===== src/rtl/soc_it_message_send_arbiter.sv =====
// Round-robin arbiter sharing one SoC-IT message send port among NUM_REQ requesters.
// Defining SOC_IT_MSG_ARB_TIMEOUT_EN adds an ack timeout in REQ (error 2'b11 after ACK_TIMEOUT cycles).
module soc_it_message_send_arbiter #(
  parameter int NUM_REQ     = 4,
  parameter int ID_W        = $clog2(NUM_REQ),
  parameter int ACK_TIMEOUT = 256
) (
  input  logic                   clk,
  input  logic                   rst,
  input  logic [NUM_REQ-1:0]     s_send_msg_request,
  output logic [NUM_REQ-1:0]     s_send_msg_ack,
  output logic [NUM_REQ-1:0]     s_send_msg_complete,
  output logic [NUM_REQ*2-1:0]   s_send_msg_error,
  input  logic [NUM_REQ-1:0]     s_send_msg_src_rdy,
  output logic [NUM_REQ-1:0]     s_send_msg_dst_rdy,
  input  logic [NUM_REQ*128-1:0] s_send_msg_payload,
  output logic                   m_send_msg_request,
  input  logic                   m_send_msg_ack,
  input  logic                   m_send_msg_complete,
  input  logic [1:0]             m_send_msg_error,
  output logic                   m_send_msg_src_rdy,
  input  logic                   m_send_msg_dst_rdy,
  output logic [127:0]           m_send_msg_payload,
  output logic                   busy,
  output logic [ID_W-1:0]        grant_id
);

  if (NUM_REQ < 2 || ACK_TIMEOUT < 1) begin : g_bad_params
    $error("soc_it_message_send_arbiter: NUM_REQ must be >= 2 and ACK_TIMEOUT >= 1");
  end

  typedef enum logic [1:0] {
    ST_IDLE = 2'd0,
    ST_REQ  = 2'd1,
    ST_XFER = 2'd2,
    ST_DONE = 2'd3
  } state_e;

  state_e                 state_q;
  logic [ID_W-1:0]        winner_q;
  logic [ID_W-1:0]        last_grant_q;
  logic [ID_W-1:0]        grant_id_q;
  logic                   m_req_q;
  logic                   busy_q;
  logic [NUM_REQ-1:0]     s_ack_q;
  logic [NUM_REQ-1:0]     s_cmpl_q;
  logic [NUM_REQ*2-1:0]   s_err_q;
  logic [ID_W-1:0]        winner_d;
  logic [NUM_REQ-1:0]     win_mask_s;
  logic                   m_src_rdy_s;
  logic [127:0]           m_payload_s;
  logic [NUM_REQ-1:0]     s_dst_rdy_s;

`ifdef SOC_IT_MSG_ARB_TIMEOUT_EN
  localparam int TMO_W = $clog2(ACK_TIMEOUT + 1);
  logic [TMO_W-1:0]       tmo_cnt_q;
`endif

  // First requesting index above last, wrapping; returns last when nothing requests.
  function automatic logic [ID_W-1:0] rr_pick(input logic [NUM_REQ-1:0] req,
                                               input logic [ID_W-1:0]    last);
    logic [ID_W-1:0] pick;
    logic            found;
    int              idx;
    pick  = last;
    found = 1'b0;
    for (int off = 1; off <= NUM_REQ; off++) begin
      idx = (int'(last) + off) % NUM_REQ;
      if (!found && req[idx[ID_W-1:0]]) begin
        pick  = idx[ID_W-1:0];
        found = 1'b1;
      end else begin
        found = found;
      end
    end
    return pick;
  endfunction

  function automatic logic [NUM_REQ-1:0] sel_mask(input logic [ID_W-1:0] w);
    logic [NUM_REQ-1:0] m;
    m = '0;
    for (int i = 0; i < NUM_REQ; i++) begin
      if (ID_W'(i) == w) begin
        m[i] = 1'b1;
      end else begin
        m[i] = 1'b0;
      end
    end
    return m;
  endfunction

  assign winner_d   = rr_pick(s_send_msg_request, last_grant_q);
  assign win_mask_s = sel_mask(winner_q);

  // Message FSM with registered handshake outputs; the winner is frozen from REQ until IDLE.
  always_ff @(posedge clk or negedge rst) begin
    if (!rst) begin
      state_q      <= ST_IDLE;
      winner_q     <= '0;
      last_grant_q <= ID_W'(NUM_REQ - 1);
      grant_id_q   <= '0;
      m_req_q      <= 1'b0;
      busy_q       <= 1'b0;
      s_ack_q      <= '0;
      s_cmpl_q     <= '0;
      s_err_q      <= '0;
`ifdef SOC_IT_MSG_ARB_TIMEOUT_EN
      tmo_cnt_q    <= '0;
`endif
    end else begin
      s_ack_q  <= '0;
      s_cmpl_q <= '0;
      s_err_q  <= '0;
      case (state_q)
        ST_IDLE: begin
          if (|s_send_msg_request) begin
            winner_q   <= winner_d;
            grant_id_q <= winner_d;
            m_req_q    <= 1'b1;
            busy_q     <= 1'b1;
            state_q    <= ST_REQ;
`ifdef SOC_IT_MSG_ARB_TIMEOUT_EN
            tmo_cnt_q  <= '0;
`endif
          end else begin
            m_req_q <= 1'b0;
            busy_q  <= 1'b0;
            state_q <= ST_IDLE;
          end
        end
        ST_REQ: begin
          if (m_send_msg_ack) begin
            m_req_q <= 1'b0;
            s_ack_q <= win_mask_s;
            state_q <= ST_XFER;
          end
`ifdef SOC_IT_MSG_ARB_TIMEOUT_EN
          else if (tmo_cnt_q == TMO_W'(ACK_TIMEOUT - 1)) begin
            m_req_q  <= 1'b0;
            s_cmpl_q <= win_mask_s;
            for (int i = 0; i < NUM_REQ; i++) begin
              s_err_q[2*i +: 2] <= win_mask_s[i] ? 2'b11 : 2'b00;
            end
            state_q  <= ST_DONE;
          end
`endif
          else begin
            m_req_q   <= 1'b1;
            state_q   <= ST_REQ;
`ifdef SOC_IT_MSG_ARB_TIMEOUT_EN
            tmo_cnt_q <= tmo_cnt_q + TMO_W'(1);
`endif
          end
        end
        ST_XFER: begin
          if (m_send_msg_complete) begin
            s_cmpl_q <= win_mask_s;
            for (int i = 0; i < NUM_REQ; i++) begin
              s_err_q[2*i +: 2] <= win_mask_s[i] ? m_send_msg_error : 2'b00;
            end
            state_q  <= ST_DONE;
          end else begin
            state_q <= ST_XFER;
          end
        end
        ST_DONE: begin
          last_grant_q <= winner_q;
          busy_q       <= 1'b0;
          state_q      <= ST_IDLE;
        end
        default: begin
          m_req_q <= 1'b0;
          busy_q  <= 1'b0;
          state_q <= ST_IDLE;
        end
      endcase
    end
  end

  // Zero-latency beat steering, only while transferring.
  always_comb begin
    m_src_rdy_s = 1'b0;
    m_payload_s = '0;
    s_dst_rdy_s = '0;
    if (state_q == ST_XFER) begin
      for (int i = 0; i < NUM_REQ; i++) begin
        if (win_mask_s[i]) begin
          m_src_rdy_s    = s_send_msg_src_rdy[i];
          m_payload_s    = s_send_msg_payload[128*i +: 128];
          s_dst_rdy_s[i] = m_send_msg_dst_rdy;
        end else begin
          s_dst_rdy_s[i] = 1'b0;
        end
      end
    end else begin
      m_src_rdy_s = 1'b0;
    end
  end

  assign s_send_msg_ack      = s_ack_q;
  assign s_send_msg_complete = s_cmpl_q;
  assign s_send_msg_error    = s_err_q;
  assign s_send_msg_dst_rdy  = s_dst_rdy_s;
  assign m_send_msg_request  = m_req_q;
  assign m_send_msg_src_rdy  = m_src_rdy_s;
  assign m_send_msg_payload  = m_payload_s;
  assign busy                = busy_q;
  assign grant_id            = grant_id_q;

endmodule


===== config.mk =====
export PLATFORM = sky130hd
export DESIGN_NAME = soc_it_message_send_arbiter
export DESIGN_NICKNAME = d
export VERILOG_FILES = /design/src/rtl/soc_it_message_send_arbiter.sv
export SDC_FILE = /design/constraint.sdc
export NUM_CORES = 1
export LEC_CHECK = 0
export BUFFER_PORTS_ARGS = -buffer_cell sky130_fd_sc_hd__buf_2
export CAP_MARGIN = 5
export CORE_AREA = 2 2 261 263
export CTS_CLUSTER_DIAMETER = 40
export DETAILED_ROUTE_END_ITERATION = 7
export DIE_AREA = 0 0 263 265
export PLACE_DENSITY = 0.31
export SLEW_MARGIN = 30
export SYNTH_ARGS = -nofsm -noshare
export SYNTH_HDL_FRONTEND = slang
export SYNTH_SLANG_ARGS = --single-unit

===== constraint.sdc =====
create_clock -name clk -period 3.2 [get_ports clk]
set_clock_uncertainty 0.15 [all_clocks]
set_input_delay 0.64 -clock clk [delete_from_list [all_inputs] [get_ports clk]]
set_output_delay 0.64 -clock clk [all_outputs]
set_load 0.01 [all_outputs]

==> results by stage <==
Outcome:
- The flow ran to the end, and the final reports show no timing, DRC or antenna violations.

Timing:
- Static timing analysis puts the maximum clock frequency at 0.3439 GHz.
- The smallest hold slack is 0.2184 ns.
- The final critical-path required period is 2.908 ns.
- The number of setup violations in the final report is 0.
- The worst slew margin relative to its limit is 60.96%.
- At the pin with the least slew margin, the transition time is 0.5857 ns.
- The total count of hold-check failures in the final report is 0.
- Setup repair after global routing left no endpoint under its margin.
- The final critical-path share of the clock period is 90.87%.
- The number of pins with negative max-slew slack in the final report is 0.
- Adding up every negative setup slack in the final design gives 0 ns.

Yosys:
- The share of the Yosys chip area taken by registers is 12.11%.
- The post-synthesis cell count is 400.
- Averaged over all synthesized cells, the footprint is 12.45 um2.
- The post-synth net total is 932.
- The count of yosys warnings during synthesis is 0.
- The combinational family with the most area after synthesis is multiplexers.
- The synthesized area is 0.004981 mm2.
- Counting flops and latches in the post-synthesis netlist gives 24.
- The distinct cell type count of the synthesized netlist is 25.
- Of the total synthesized cell area, the portion taken by XOR and XNOR cells is 0%.
- The simple-gate share of the synthesized area is 20.50%.
- The compound-cell area share of the yosys netlist is 1.708%.
- The share of cell area taken by muxes after synthesis is 58.55%.
- The synthesized-area fraction occupied by adder cells is 1.256%.

Global routing:
- The total congestion overflow is 0.
- The maximum number of pins on one net before global-route repair is 73.
- Global routing used 9.356% of the available tracks.
- The first global-routing pass estimated 48390 um of wire.
- The number of global-route vias before repair is 6966.
- The initial antenna violation count is 16.

Clock network:
- Clock latency on the worst-skew pair, taken at its later pin, is 0.26 ns.
- The TritonCTS sink count is 24.
- TritonCTS built the clock tree.
- The total CTS buffers is 3.
- The number of hold buffers added after CTS was 0.
- The post-cts sizing count is 0.
- The clock passes through at most 2 buffers.
- The number of setup buffers added after CTS is 0.
- The clock transition at the registers of the reported paths is 0.07 ns.
- The tree is rooted in a clkbuf_16.
- The number of H-tree branching levels is 1.

Detailed routing:
- In the routed layout, each cell is associated on average with a via count of 3.372.
- The top layer reached by signal wires is met5.
- The routed metal-1 wirelength is 12310 um.
- Wire segments on met3 add up to 4443 um in the final route.
- The post-detailed-route wirelength per cell is 18.02 um.
- The iteration-0 DRC count of the detailed router is 285.
- The first detailed-routing pass took 4 iterations.
- For this run, design rule violations remaining after detail routing come to 0.
- The number of antenna-violating nets in the routed design is 0.
- The routed design has 35070 um of wire.
- The detailed router placed 6561 vias in this run.
- Summed over all nets, wire length on met2 after detailed routing comes to 17410 um.

Cells and area:
- The library cells used most frequently in the layout, excluding fill and tap cells, are buf_2, mux4_2, and2_1, nor2_1, dfrtp_1.
- Registers take 610.6 um2.
- The library cell used most frequently in the layout, excluding fill and tap cells, is buf_2.
- The fraction of layout cells with a size suffix above 1 is 79.32%.
- Relative to the synthesized area, the layout overhead comes to 93.54%.
- For this run, the post-layout net count is 1597.
- The number of fillers in the final layout is 7691.
- The final instance count without filler cells is 1946.
- Measured on the finished design, the core utilization comes to 14.43%.
- The area of the multi-input gates is 0.004098 mm2.

Placed design:
- Including well taps, the total number of placed cells is 1933.
- The congestion estimate from routability-driven global placement came to 0.9459.
- In this run the tool buffered the top-level ports with 679 buffer cells.
- Detailed placement finished with a half-perimeter wire length of 31060 um.

Flow run:
- The number of maximum-capacitance constraint violations is 0.

Worst setup path:
- The top fanout value on the critical path is 33.
- The launching instance or port of the critical path is grant_id[0].
- The critical path class is reg -> out.
- The capturing element type of the critical path is an output pin.
- The startpoint identified for the worst register-to-register timing path is state_q[0].
- The worst endpoint required time is 2.41 ns.
- The minimum setup slack among reg-to-reg paths is 1.46 ns.
- STA classifies the critical path startpoint as a flip-flop.
- Data on the critical path arrives at its endpoint at 2.12 ns.

Power:
- Of the total power, combinational logic draws 84.7%.
- The internal power of the cells totals 3.087 mW.
- The part of the total power dissipated in the clock network is 7.0%.
- In this run the power spent charging and discharging nets is 2.250 mW.
- The leakage power total is 4.739 nW.
- The largest vdd supply drop is 327.3 uV.
- Of the total power, the share spent switching nets is 42.16%.
- Power spread over the standard cell area amounts to 553.6 mW/mm2.
- The sequential cell fraction of total power is 8.4%.

Floorplanning:
- The area of the die is 0.06970 mm2.
- The number of I/O pins is 680.
- The site row count is 95.
- The total area inside the core boundary comes to 0.06680 mm2.
- The initial utilization of the core area, before any placement, comes to 7.456%.
- The floorplan step set the die height to 265 um.
- Measured along the x axis, the die boundary spans 263 um.

Min path:
- The path category of the worst min-delay check is in -> async.
layout make-up:
| class | instances | area share [%] |
|---|---|---|
| antenna | 9 | 0.2336 |
| clock buffer | 3 | 0.7787 |
| clock inverter | 1 | 0.3115 |
| inverter | 5 | 0.1947 |
| multi-input combinational | 326 | 42.50 |
| sequential | 24 | 6.334 |
| tap | 873 | 11.33 |
| timing repair buffer | 705 | 38.31 |
sequential cells by signal, indices dropped and copies added, names as in the netlist, named ones only:
| name | count |
|---|---|
| busy | 1 |
| last_grant_q | 2 |
| s_send_msg_error | 8 |
| m_send_msg_request | 1 |
| s_send_msg_complete | 4 |
| s_send_msg_ack | 4 |
| state_q | 1 |
| grant_id | 2 |
per-layer routing:
| layer | track usage (%) | vias to the layer above |
|---|---|---|
| met5 | 0 | - |
| met4 | 2.471 | 12 |
| met3 | 4.208 | 40 |
| met2 | 16.39 | 372 |
| met1 | 10.22 | 3221 |
| li1 | - | 2916 |
cells in the mapped netlist (all sizes together):
cell type / count / area, um2
nor2b: 2 / 12.51
dfstp: 2 / 52.55
o31ai: 2 / 15.01
mux2: 1 / 11.26
a21boi: 1 / 7.510
nand2b: 4 / 25.02
mux4: 129 / 2905
and2: 129 / 807.0
inv: 5 / 18.77
nand2: 9 / 33.78
o311a: 1 / 10.01
nand3: 4 / 20.02
o21ai: 6 / 30.03
clkbuf: 16 / 60.06
a22oi: 1 / 7.510
buf: 29 / 214.0
dfrtp: 22 / 550.5
nor3: 7 / 35.03
ha: 5 / 62.56
nor2: 20 / 75.07
nor4: 2 / 12.51
a21oi: 3 / 15.01
worst max-delay path, stage by stage, from the launching register on:
cell     delay (ns)
dfrtp_4        0.44
buf_12         0.22
buf_4          0.27
mux4_2         0.51
and2_1         0.17
buf_2          0.14
power groups by stage:
stage | Clock (mW) | Sequential, mW | Combinational (mW)
final | 0.371 | 0.447 | 4.52
after global routing | 0.398 | 0.457 | 4.93
after floorplan | 0 | 0.442 | 3.07
after detailed placement | 0 | 0.453 | 4.63
after global placement | 0 | 0.452 | 4.62
after CTS | 0.379 | 0.448 | 4.64
stage by stage:
stage	area [um2]	worst slack, ns	power (mW)
CTS	9618	0.2406	5.468
global route	9630	0.1825	5.784
detailed placement	9513	0.5380	5.084
finish	9641	0.2922	5.337
floorplan	4981	0.7927	3.509
global placement	9513	0.5359	5.076
path summary, 6_finish.rpt:
path | end | cells after the start
setup / recovery | m_send_msg_payload[104] | 5
hold / removal | s_send_msg_ack[2] | 1
setup reg to reg | state_q[0] | 7
hold reg to reg | busy | 2
max in group asynchronous | grant_id[0] | 1
min in group clk | busy | 2
cell families (layout without fill, tap and decap cells):
group,after synthesis,after routing
simple gates,177,177
compound gates,14,14
other cells,0,9
mux,130,130
flops,24,24
fa+ha+maj,5,5
buf+inv,50,714
Note: power is estimated with default switching activity, not from simulation.
